<file path="src/rtl/shift_load_sequencer.sv">
// Upstream driver for the serial-in shift-left/shift-right register stage.
// Accepts a parallel word over valid/ready and plays it out on din with sl or sr
// held high for exactly WIDTH cycles, then pulses done for one cycle.
module shift_load_sequencer #(
   parameter int unsigned WIDTH = 8
) (
   input  logic             clk,
   input  logic             reset,
   input  logic             in_valid,
   output logic             in_ready,
   input  logic [WIDTH-1:0] in_data,
   input  logic             in_dir,
   input  logic             abort,
   output logic             sl,
   output logic             sr,
   output logic             din,
   output logic             busy,
   output logic             done
);

   localparam int unsigned CW = $clog2(WIDTH);
   localparam logic [CW-1:0] CntLast = CW'(WIDTH - 1);

   typedef enum logic [1:0] {StIdle, StShift, StDone} state_e;

   state_e           state_q, state_d;
   logic [CW-1:0]    cnt_q, cnt_d;
   // Shadow word, pre-shifted so the next bit to send always sits at one end.
   logic [WIDTH-1:0] data_q, data_d;
   logic             dir_q, dir_d;
   logic             sl_q, sl_d;
   logic             sr_q, sr_d;
   logic             din_q, din_d;
   logic             done_q, done_d;

   // Next-state logic; serial outputs are computed one cycle ahead and registered.
   always_comb begin
      state_d = state_q;
      cnt_d   = cnt_q;
      data_d  = data_q;
      dir_d   = dir_q;
      sl_d    = 1'b0;
      sr_d    = 1'b0;
      din_d   = 1'b0;
      done_d  = 1'b0;
      unique case (state_q)
         StIdle: begin
            // abort is deliberately not looked at here: a coincident word is still taken.
            if (in_valid) begin
               state_d = StShift;
               dir_d   = in_dir;
               cnt_d   = '0;
               sl_d    = ~in_dir;
               sr_d    = in_dir;
               if (in_dir) begin
                  din_d  = in_data[0];
                  data_d = in_data >> 1;
               end else begin
                  din_d  = in_data[WIDTH-1];
                  data_d = in_data << 1;
               end
            end
         end
         StShift: begin
            if (abort) begin
               state_d = StIdle;
               cnt_d   = '0;
            end else if (cnt_q == CntLast) begin
               state_d = StDone;
               cnt_d   = '0;
               done_d  = 1'b1;
            end else begin
               cnt_d = cnt_q + 1'b1;
               sl_d  = ~dir_q;
               sr_d  = dir_q;
               if (dir_q) begin
                  din_d  = data_q[0];
                  data_d = data_q >> 1;
               end else begin
                  din_d  = data_q[WIDTH-1];
                  data_d = data_q << 1;
               end
            end
         end
         StDone: begin
            state_d = StIdle;
         end
         default: begin
            state_d = StIdle;
         end
      endcase
   end

   // State and output registers; reset drops all outputs immediately.
   always_ff @(posedge clk or posedge reset) begin
      if (reset) begin
         state_q <= StIdle;
         cnt_q   <= '0;
         data_q  <= '0;
         dir_q   <= 1'b0;
         sl_q    <= 1'b0;
         sr_q    <= 1'b0;
         din_q   <= 1'b0;
         done_q  <= 1'b0;
      end else begin
         state_q <= state_d;
         cnt_q   <= cnt_d;
         data_q  <= data_d;
         dir_q   <= dir_d;
         sl_q    <= sl_d;
         sr_q    <= sr_d;
         din_q   <= din_d;
         done_q  <= done_d;
      end
   end

   // Handshake and status decoded from the state register.
   always_comb begin
      in_ready = (state_q == StIdle);
      busy     = (state_q != StIdle);
   end

   assign sl   = sl_q;
   assign sr   = sr_q;
   assign din  = din_q;
   assign done = done_q;

endmodule
</file>
<file path="config.mk">
export PLATFORM = sky130hd
export DESIGN_NAME = shift_load_sequencer
export DESIGN_NICKNAME = d
export VERILOG_FILES = /design/src/rtl/shift_load_sequencer.sv
export SDC_FILE = /design/constraint.sdc
export NUM_CORES = 1
export LEC_CHECK = 0
export ABC_CLOCK_PERIOD_IN_PS = 3800
export BUFFER_PORTS_ARGS = -buffer_cell sky130_fd_sc_hd__buf_2
export CORE_MARGIN = 2
export CORE_UTILIZATION = 57
export CTS_BUF_LIST = sky130_fd_sc_hd__clkbuf_4 sky130_fd_sc_hd__clkbuf_8 sky130_fd_sc_hd__clkbuf_16
export CTS_CLUSTER_SIZE = 20
export DETAILED_ROUTE_END_ITERATION = 10
export MAX_ROUTING_LAYER = met4
export PLACE_DENSITY_LB_ADDON = 0.25
export SLEW_MARGIN = 20
export SYNTH_ARGS = -nofsm -noshare
export SYNTH_HDL_FRONTEND = slang
export SYNTH_SLANG_ARGS = --single-unit
</file>
<file path="constraint.sdc">
create_clock -name clk -period 3.8 [get_ports clk]
set_clock_uncertainty 0.05 [all_clocks]
set_input_delay 0.76 -clock clk [delete_from_list [all_inputs] [get_ports clk]]
set_output_delay 0.76 -clock clk [all_outputs]
set_load 0.02 [all_outputs]
</file>
==> results of run 1 <==
kinds of logic after synthesis:
family,Yosys count,synth area share
AOI/OAI and AO/OA,8,0.0692
adders and majority gates,3,0.0371
buffers and inverters,10,0.0470
DFF,18,0.445
muxes,30,0.308
and+or+nand+nor,17,0.0939
layout by cell type (no fill, tap or decap), drive strengths merged:
cell type	n
a21oi	1
a22o	1
a31oi	1
and2	1
buf	18
clkbuf	3
dfrtp	18
ha	3
inv	6
mux2	9
mux2i	21
nand2	7
nand2b	2
nor2	1
nor3	1
nor3b	2
nor4bb	1
o22ai	2
o2bb2ai	1
o32ai	2
or3	1
or3b	1
critical path: cells and delay by family (launching register included):
family                     cells  cell delay (ns)
DFF                            1             0.40
adders and majority gates      2             0.44
and+or+nand+nor                1             0.40
muxes                          1             0.37
AOI/OAI and AO/OA              1             0.32
power by group:
part           leakage (nW)  switching [W]  total (W)  internal [W]
Sequential            0.228      0.0000481   0.000293      0.000245
Clock                0.0138      0.0000533  0.0000901     0.0000369
Combinational         0.344      0.0000866   0.000191      0.000104
Total                 0.586       0.000188   0.000574      0.000386
stage by stage:
| stage | utilization | area (um2) | worst slack, ns |
|---|---|---|---|
| floorplan | - | 1010 | 1.83 |
| global placement | 0.650 | 1100 | 1.63 |
| detailed placement | 0.650 | 1100 | 1.60 |
| CTS | 0.664 | 1120 | 1.70 |
| global route | 0.664 | 1120 | 1.64 |
| finish | 0.664 | 1120 | 1.71 |
per-layer routing:
metal | GRT usage | part of all wire | up-vias
met1 | 0.239 | 0.46 | 349
met4 | 0.109 | 0.024 | 0
met2 | 0.331 | 0.48 | 14
li1 | - | - | 342
met3 | 0.0745 | 0.041 | 5
met5 | - | 0 | -
final timing paths:
check,startpoint,to,slack (ns),cells past startpoint
max reg2reg,cnt_q[0]$_DFFE_PP0P_,data_q[4]$_DFFE_PP0P_,1.71,5
max in group asynchronous,reset,cnt_q[2]$_DFFE_PP0P_,2.78,2
min,cnt_q[0]$_DFFE_PP0P_,cnt_q[0]$_DFFE_PP0P_,0.46,1
max,cnt_q[0]$_DFFE_PP0P_,data_q[4]$_DFFE_PP0P_,1.71,5
min reg2reg,cnt_q[0]$_DFFE_PP0P_,cnt_q[0]$_DFFE_PP0P_,0.46,1
min in group asynchronous,reset,data_q[5]$_DFFE_PP0P_,0.50,2
registers in the layout, summed over array words and instances, names as in the netlist:
name     flops
dir_q        1
sl           1
sr           1
din          1
state_q      2
done         1
data_q       8
cnt_q        3
layout make-up:
class,instances,area [um2]
flip-flops and latches,18,450
clock buffers,3,22.5
multi-input cells,58,514
well taps,17,21.3
repair buffers,18,90.1
fillers,140,568
inverters,6,22.5
==> results.md, run 1 <==
- CTS tree: done
- FP Rows: 15
- Post-layout nets: 121
- Post-CTS resize count: 0
- Cell type with the largest total area after synthesis: dfrtp_1
- Die Wd: 46.1 um
- Outcome: finished clean
- Cell repeated most along the worst path: ha_1
- Seq/Total Area, Yosys: 0.445
- Hold Fails Final Rpt: 0
- Largest net degree at the start of global routing: 19
- CTS Hold Bufs: 0
- Setup bufs post-CTS: 0
- Flops & latches, synth: 18
- Pwr/cell area: 512 nW/um2
- Die height: 46.1 um
- N_diodes: 0
- First-pass DRT Iterations: 3
- Count leader, synth: mux2i_1
- Worst-path clk slew: 0.09 ns
- Post-synth top cells: mux2i_1 (21), dfrtp_1 (18), mux2_2 (9)
- Avg WL per Cell: 15.2 um
- Crit path max fanout: 8
- Clock Root Buffer: clkbuf_4
- Crit path time final: 2.09 ns
- Final period util: 0.551
- WHS: 0.457 ns
- Cells after DPL: 117
- Crit-path cells: ha_1, ha_1, or3b_1, a21oi_4, mux2_2
- Leak: 0.586 nW
- Worst hold path class: reg2reg
- Post-DP HPWL: 1350 um
- First-pass GRT wire length: 2940 um
- Arrival @ worst endpoint: 2.22 ns
- Die area: 2130 um2
- Vias in the first global route: 680
- Area share of the largest cell type after synthesis: 0.445
- CP Launch Type: register
- Synth top area cells: dfrtp_1 (44%), mux2i_1 (21%), mux2_2 (10%)
- DRT antenna net count: 0
- Routability cong.: 0.841
- Initial antenna violation count: 0
- Worst slew margin: 0.494
- Synth cell types: 22
- Crit path max-delay cell type: dfrtp_1
- Via/cell ratio: 5.92
- Total CTS buffers: 3
- WP data required: 3.93 ns
- Layout cells sized above 1: 0.311
- Clk sink count: 18
- Maximum buffer depth of the clock tree: 2
- Prevailing post-synth register cell: dfrtp_1
- Max rail drop VDD: 0.000252 V
- Core area: 1690 um2
- Final Power: 0.000574 W
- Max Cap Viol: 0
- Synthesized Nets: 102
- Gr ovfl total: 0
- Post-synth EDFFs: 0
- Final setup vio count: 0
- Post-Synthesis Cells: 86
- Syn avg cell area: 11.8 um2
- Clk Latency, worst-skew pair: 0.29 ns
- FMAX: 0.477 GHz
- Initial core utilization: 0.599
- 1st-iter DRT viols: 5
- CP Class: reg2reg
- Final non-filler cell total: 120
- WL final: 1820 um
- Worst slew pin tran: 0.759 ns
- CP endpoint kind: register
- H-tree levels: 1
- Fin Setup TNS: 0 ns
- Slowest stage delay, CP: 0.40 ns
- Slew Viols, Final: 0
- Port Buffers: 18
- Mapped cell area: 1010 um2
- Layout area overhead: 10.8%
- Yosys Warn Count: 0
- I/O Pins: 19
- GRT Util Overall: 0.212
- Post-synthesis async set-or-reset flop share: 1.00
- Vias: 710
- RSZ-0062 raised after global routing: no
- Remaining DRCs: 0
Power figures use the tool's default switching activity.
==> inputs of run 2 (changes only) <==
--- a/config.mk
+++ b/config.mk
@@ -5,10 +5,11 @@
 export SDC_FILE = /design/constraint.sdc
 export NUM_CORES = 1
 export LEC_CHECK = 0
-export ABC_CLOCK_PERIOD_IN_PS = 3800
+export ABC_AREA = 1
+export ABC_CLOCK_PERIOD_IN_PS = 1900
 export BUFFER_PORTS_ARGS = -buffer_cell sky130_fd_sc_hd__buf_2
 export CORE_MARGIN = 2
-export CORE_UTILIZATION = 57
+export CORE_UTILIZATION = 49
 export CTS_BUF_LIST = sky130_fd_sc_hd__clkbuf_4 sky130_fd_sc_hd__clkbuf_8 sky130_fd_sc_hd__clkbuf_16
 export CTS_CLUSTER_SIZE = 20
 export DETAILED_ROUTE_END_ITERATION = 10
==> constraint.sdc (replaced) <==
create_clock -name clk -period 1.9 [get_ports clk]
set_clock_uncertainty 0.05 [all_clocks]
set_input_delay 0.38 -clock clk [delete_from_list [all_inputs] [get_ports clk]]
set_output_delay 0.38 -clock clk [all_outputs]
set_load 0.02 [all_outputs]
==> results.md, run 2 <==
- Worst-path clk slew: 0.10 ns (about the same)
- Routability cong.: 0.839 (-0.21%)
- CTS Hold Bufs: 0 (unchanged)
- CP Class: reg2reg
- Slew Viols, Final: 0 (unchanged)
- Synthesized Nets: 170 (+67%)
- Gr ovfl total: 0 (unchanged)
- Synth Area in Simple Gates: 0.429 (+0.335)
- Post-layout nets: 188 (+55%)
- Clock Root Buffer: clkbuf_4
- Met3 wire len: 72 um (-4.0%)
- Post-Synthesis Cells: 154 (+79%)
- Worst R2R End: data_q[4]$_DFFE_PP0P_
- Syn avg cell area: 7.53 um2 (-36%)
- Count leader, synth: nand2_1
- Fin Setup TNS: 0 ns (unchanged)
- Largest net degree at the start of global routing: 19 (unchanged)
- CP Launch Type: register
- Internal power: 0.000716 W (+85%)
- Post-synthesis async set-or-reset flop share: 1.00 (unchanged)
- Largest registers: data_q (8), cnt_q (3), state_q (2)
- Cell type with the largest total area after synthesis: dfrtp_1
- Max rail drop VDD: 0.000507 V (+100%)
- GRT Util Overall: 0.210 (-0.00175)
- Seq/Total Area, Yosys: 0.388 (-0.0566)
- Crit-path cells: ha_1, ha_1, inv_1, nand3_2, nand2_2, nand2_1, nand2_1
- Post-synth top cells: nand2_1 (69), dfrtp_1 (18), inv_1 (13), nand3_1 (13), nand3_2 (13)
- R2r setup slk: 0.23 ns (-1.47 ns)
- CP Buf/Inv Count: 1 (+1)
- Flops & latches, synth: 18 (unchanged)
- Initial core utilization: 0.519 (-0.0799)
- Synthesized-area fraction occupied by adder cells: 0.0324 (-0.00472)
- Total CTS buffers: 3 (unchanged)
- Arrival @ worst endpoint: 1.86 ns (-0.36 ns)
- Outcome: finished clean
- Multiplexer area fraction after synthesis: 0 (-0.308)
- Final non-filler cell total: 199 (+66%)
- Vias in the first global route: 940 (+38%)
- Fillcell total: 231 (+65%)
- Hold Fails Final Rpt: 0 (unchanged)
- Avg WL per Cell: 11.2 um (-26%)
- DP Area: 1240 um2 (+13%)
- Setup bufs post-CTS: 0 (unchanged)
- Multi-input gate area: 587 um2 (+14%)
- First-pass GRT wire length: 4070 um (+39%)
- Post-DP HPWL: 1690 um (+25%)
- Vias: 988 (+39%)
- WHS: 0.113 ns (-0.344 ns)
- Logic pwr share: 0.317 (-0.015)
- Compound-cell area share of the yosys netlist: 0.0442 (-0.0250)
- Area share of the largest cell type after synthesis: 0.388 (-0.0566)
- DRT antenna net count: 0 (unchanged)
- Top reg by flops: data_q
- Final period util: 0.877 (+0.326)
- Prevailing post-synth register cell: dfrtp_1
- Flop pwr share: 0.472 (-0.039)
- Remaining DRCs: 0 (unchanged)
- Die area: 2770 um2 (+30%)
- Switch Pwr: 0.000432 W (+130%)
- CTS tree: done
- Sequential cell area: 450 um2 (unchanged)
- Pwr/cell area: 902 nW/um2 (+76%)
- First-pass DRT Iterations: 4 (+1)
- FP Rows: 17 (+2)
- FF-to-FF Start: cnt_q[0]$_DFFE_PP0P_
- Slowest stage delay, CP: 0.41 ns (about the same)
- Worst hold path class: in2async
- Layout cells sized above 1: 0.281 (-0.0300)
- Leak: 0.748 nW (+28%)
- Via/cell ratio: 4.96 (-16%)
- Switching part of the total: 0.376 (+0.0490)
- RSZ-0062 raised after global routing: no
- Max reg flops: 8 (unchanged)
- I/O Pins: 19 (unchanged)
- Final instance area: 1270 um2 (+14%)
- Post-CTS resize count: 0 (unchanged)
- Yosys Warn Count: 0 (unchanged)
- WL final: 2220 um (+22%)
- Cells after DPL: 195 (+67%)
- Die Wd: 52.7 um (+14%)
- Routed length on met1: 1110 um (+34%)
- Crit path max fanout: 11 (+3)
- WP data required: 2.10 ns (-1.83 ns)
- Initial antenna violation count: 0 (unchanged)
- H-tree levels: 1 (unchanged)
- N_diodes: 0 (unchanged)
- Most common cell after layout, fill and taps aside: nand2_1
- Port Buffers: 18 (unchanged)
- Max Cap Viol: 0 (unchanged)
- Crit-path leading delay family: simple AND/OR/NAND/NOR gates
- Die height: 52.7 um (+14%)
- Worst slew margin: 0.537 (+0.0430)
- Clock share of power: 0.212 (+0.055)
- Final Power: 0.00115 W (+100%)
- Routed length on met2: 992 um (+14%)
- Largest family of logic cells by synthesized area: simple AND/OR/NAND/NOR gates
- Post-synth EDFFs: 0 (unchanged)
- Clk sink count: 18 (unchanged)
- Most frequent cells in the layout: nand2_1 (69), dfrtp_1 (18), buf_2 (18)
- Highest Signal Layer: met4
- Worst reg-to-reg path cell count: 7 (+2)
- CP endpoint kind: register
- Mapped cell area: 1160 um2 (+15%)
- Synth Area in XOR/XNOR: 0 (unchanged)
- Layout area overhead: 9.82%
- Core area: 2230 um2 (+32%)
- Synth cell types: 19 (-14%)
- 1st-iter DRT viols: 9 (+4)
- Crit path time final: 1.67 ns (-0.428 ns)
- FMAX: 0.600 GHz (+26%)
- Synth top area cells: dfrtp_1 (39%), nand2_1 (22%), nand3_2 (11%)
- Worst slew pin tran: 0.693 ns (-0.0653 ns)
- Final setup vio count: 0 (unchanged)
- Crit path max-delay cell type: dfrtp_1
- Maximum buffer depth of the clock tree: 2 (unchanged)
- Clk Latency, worst-skew pair: 0.30 ns (about the same)
[run 2: cell types whose count changed in the layout (fill, tap and decap cells not counted), moves of 3 or more]
cell     delta
nand2_2     +3
mux2_2      -9
inv_1       +7
nand3_1    +13
nand2_1    +62
nand3_2    +13
mux2i_1    -21
inv_2       +5
[run 2: logic make-up after synthesis]
group / count (synthesis)
and+or+nand+nor: 102
buffers and inverters: 24
DFF: 18
AOI/OAI and AO/OA: 7
adders and majority gates: 3
[run 2: worst reg2reg max path, stage by stage (launching register included)]
cell,delay [ns]
dfrtp_1,0.41
ha_1,0.22
ha_1,0.18
inv_1,0.08
nand3_2,0.28
nand2_2,0.26
nand2_1,0.07
nand2_1,0.06
[run 2: how the worst max path moves through the flow]
stage / slack [ns] / cells past startpoint / end / startpoint
after floorplan: 0.56 / 7 / data_q[0]$_DFFE_PP0P_ / cnt_q[0]$_DFFE_PP0P_
after detailed placement: 0.26 / 7 / data_q[2]$_DFFE_PP0P_ / cnt_q[0]$_DFFE_PP0P_
after global routing: 0.1 / 7 / data_q[5]$_DFFE_PP0P_ / cnt_q[0]$_DFFE_PP0P_
after CTS: 0.23 / 7 / data_q[2]$_DFFE_PP0P_ / cnt_q[0]$_DFFE_PP0P_
after global placement: 0.28 / 7 / data_q[2]$_DFFE_PP0P_ / cnt_q[0]$_DFFE_PP0P_
final: 0.23 / 7 / data_q[4]$_DFFE_PP0P_ / cnt_q[0]$_DFFE_PP0P_
[run 2: stage by stage]
| step | setup slack (ns) | util |
|---|---|---|
| after floorplan | 0.557 | - |
| after global placement | 0.285 | 0.554 |
| after detailed placement | 0.264 | 0.554 |
| after CTS | 0.235 | 0.570 |
| after global routing | 0.0984 | 0.570 |
| final | 0.233 | 0.570 |
[run 2: cell type report]
cell class,count,area share
multi-input combinational,112,0.461
sequential,18,0.354
timing repair buffer,19,0.0766
inverter,18,0.0530
clock buffer,4,0.0285
tap,28,0.0275
[run 2: metal layers]
metal / vias to the layer above / track usage
met5: - / -
li1: 513 / -
met2: 23 / 0.317
met3: 6 / 0.0343
met1: 446 / 0.275
met4: 0 / 0.103
[run 2: power by group through the flow]
stage | clock network, W | registers (W) | logic [W]
4_1_cts | 0.000252 | 0.000540 | 0.000369
3_5_place_dp | 0 | 0.000548 | 0.000367
6_report | 0.000243 | 0.000542 | 0.000364
2_1_floorplan | 0 | 0.000531 | 0.000307
5_1_grt | 0.000264 | 0.000554 | 0.000423
3_3_place_gp | 0 | 0.000546 | 0.000359
==> inputs of run 3 (changes only) <==
--- a/config.mk
+++ b/config.mk
@@ -8,8 +8,9 @@
 export ABC_AREA = 1
 export ABC_CLOCK_PERIOD_IN_PS = 1900
 export BUFFER_PORTS_ARGS = -buffer_cell sky130_fd_sc_hd__buf_2
+export CORE_ASPECT_RATIO = 2
 export CORE_MARGIN = 2
-export CORE_UTILIZATION = 49
+export CORE_UTILIZATION = 42
 export CTS_BUF_LIST = sky130_fd_sc_hd__clkbuf_4 sky130_fd_sc_hd__clkbuf_8 sky130_fd_sc_hd__clkbuf_16
 export CTS_CLUSTER_SIZE = 20
 export DETAILED_ROUTE_END_ITERATION = 10
==> results.md, run 3 (synthesized netlist as in run 2, its figures left out) <==
- Layout cells sized above 1: 0.285 (+0.00418)
- Cells after DPL: 197 (+1.0%)
- Final setup vio count: 0 (unchanged)
- Setup bufs post-CTS: 0 (unchanged)
- Gr ovfl total: 0 (unchanged)
- R2r setup slk: 0.36 ns (+0.12 ns)
- Post-DP HPWL: 2130 um (+26%)
- Top reg by flops: data_q
- Outcome: finished clean
- I/O Pins: 19 (unchanged)
- Die area: 3220 um2 (+16%)
- Final Power: 0.00124 W (+7.7%)
- Port Buffers: 18 (unchanged)
- Initial core utilization: 0.429 (-0.0902)
- Routability cong.: 0.887 (+5.7%)
- Worst slew margin: 0.534 (-0.00346)
- Vias in the first global route: 1055 (+12%)
- Avg WL per Cell: 13.0 um (+17%)
- GRT Util Overall: 0.206 (-0.00498)
- Arrival @ worst endpoint: 1.64 ns (-0.22 ns)
- Vias: 1026 (+3.8%)
- Layout area overhead: 12.2%
- 1st-iter DRT viols: 22 (+13)
- FP Rows: 27 (+10)
- Final period util: 0.812 (-0.0655)
- WL final: 2620 um (+18%)
- Post-CTS resize count: 0 (unchanged)
- First-pass DRT Iterations: 4 (unchanged)
- Largest registers: data_q (8), cnt_q (3), state_q (2)
- Largest net degree at the start of global routing: 19 (unchanged)
- CP endpoint kind: register
- DRT antenna net count: 0 (unchanged)
- Worst hold path class: in2async
- First-pass GRT wire length: 4530 um (+11%)
- Most common cell after layout, fill and taps aside: nand2_1
- Final non-filler cell total: 201 (+1.0%)
- Max reg flops: 8 (unchanged)
- Core area: 2700 um2 (+21%)
- N_diodes: 0 (unchanged)
- Final Util: 0.481 (-0.0888)
- CTS Hold Bufs: 0 (unchanged)
- CTS tree: done
- FMAX: 0.648 GHz (+8.1%)
- Worst-path clk slew: 0.07 ns (-0.03 ns)
- Clk sink count: 18 (unchanged)
- Hold Fails Final Rpt: 0 (unchanged)
- Crit path time final: 1.54 ns (-0.124 ns)
- Worst slew pin tran: 0.699 ns (+0.00518 ns)
- Maximum buffer depth of the clock tree: 2 (unchanged)
- Die Wd: 41.2 um (-22%)
- Total CTS buffers: 3 (unchanged)
- Max rail drop VDD: 0.000681 V (+34%)
- Die height: 78.3 um (+49%)
- Via/cell ratio: 5.10 (+2.8%)
- Slew Viols, Final: 0 (unchanged)
- Fin Setup TNS: 0 ns (unchanged)
- Leak: 0.760 nW (+1.6%)
- CP Class: reg2reg
- Crit path max fanout: 6 (-5)
- Post-layout nets: 189 (+0.53%)
- H-tree levels: 1 (unchanged)
- Max Cap Viol: 0 (unchanged)
- Remaining DRCs: 0 (unchanged)
- WP data required: 2.00 ns (-0.10 ns)
- Pwr/cell area: 951 nW/um2 (+5.4%)
- Initial antenna violation count: 0 (unchanged)
- RSZ-0062 raised after global routing: no
- Clk Latency, worst-skew pair: 0.25 ns (-0.05 ns)
- Clock Root Buffer: clkbuf_8
- Most frequent cells in the layout: nand2_1 (69), dfrtp_1 (18), buf_2 (18)
- CP Launch Type: register
run 3: cell types whose count changed in the layout (fill, tap and decap cells not counted), sizes merged:
cell	before	now
buf	19	20
run 3: path summary, 6_finish.rpt:
kind                                           start                      to  depth (start not counted)
worst max-delay path            cnt_q[0]$_DFFE_PP0P_   data_q[0]$_DFFE_PP0P_                          7
worst min-delay path                           reset            sl$_DFF_PP0_                          2
worst max register to register  cnt_q[0]$_DFFE_PP0P_   data_q[0]$_DFFE_PP0P_                          7
worst min register to register  cnt_q[1]$_DFFE_PP0P_    cnt_q[1]$_DFFE_PP0P_                          2
max in group asynchronous                      reset   data_q[6]$_DFFE_PP0P_                          2
min in group clk                               abort  state_q[1]$_DFFE_PP0P_                          4
run 3: per-stage QoR:
step,worst slack [ns],hold WS [ns],area (um2)
3_3_place_gp,0.391,0.443,1250
4_1_cts,0.352,0.196,1300
3_5_place_dp,0.362,0.455,1250
5_1_grt,0.286,0.252,1300
2_1_floorplan,0.557,0.269,1160
6_report,0.358,0.172,1300
run 3: report_power, final:
part / leakage (nW) / total [W] / internal, W / switching [W]
logic: 0.500 / 0.000378 / 0.000141 / 0.000237
clock network: 0.0288 / 0.000311 / 0.000184 / 0.000127
registers: 0.232 / 0.000548 / 0.000462 / 0.0000863
total: 0.760 / 0.00124 / 0.000787 / 0.000450
run 3: final cells by class:
class,instances,area [um2]
fill,288,1400
multi-input combinational,112,587
sequential,18,450
timing repair buffer,20,105
inverter,18,67.6
clock buffer,4,55.1
tap,29,36.3
run 3: worst max-delay path, cell delays in order, from the launching register on:
cell,delay (ns)
dfrtp_1,0.40
ha_1,0.23
ha_1,0.18
inv_1,0.08
nand3_2,0.16
buf_4,0.21
nand3_1,0.07
nand2_1,0.07
run 3: metal layers:
layer	part of all wire	routed length, um	GRT usage
met5	0	0	-
met3	0.020	52	0.0169
met4	0.044	116	0.100
met1	0.37	958	0.235
met2	0.57	1500	0.336
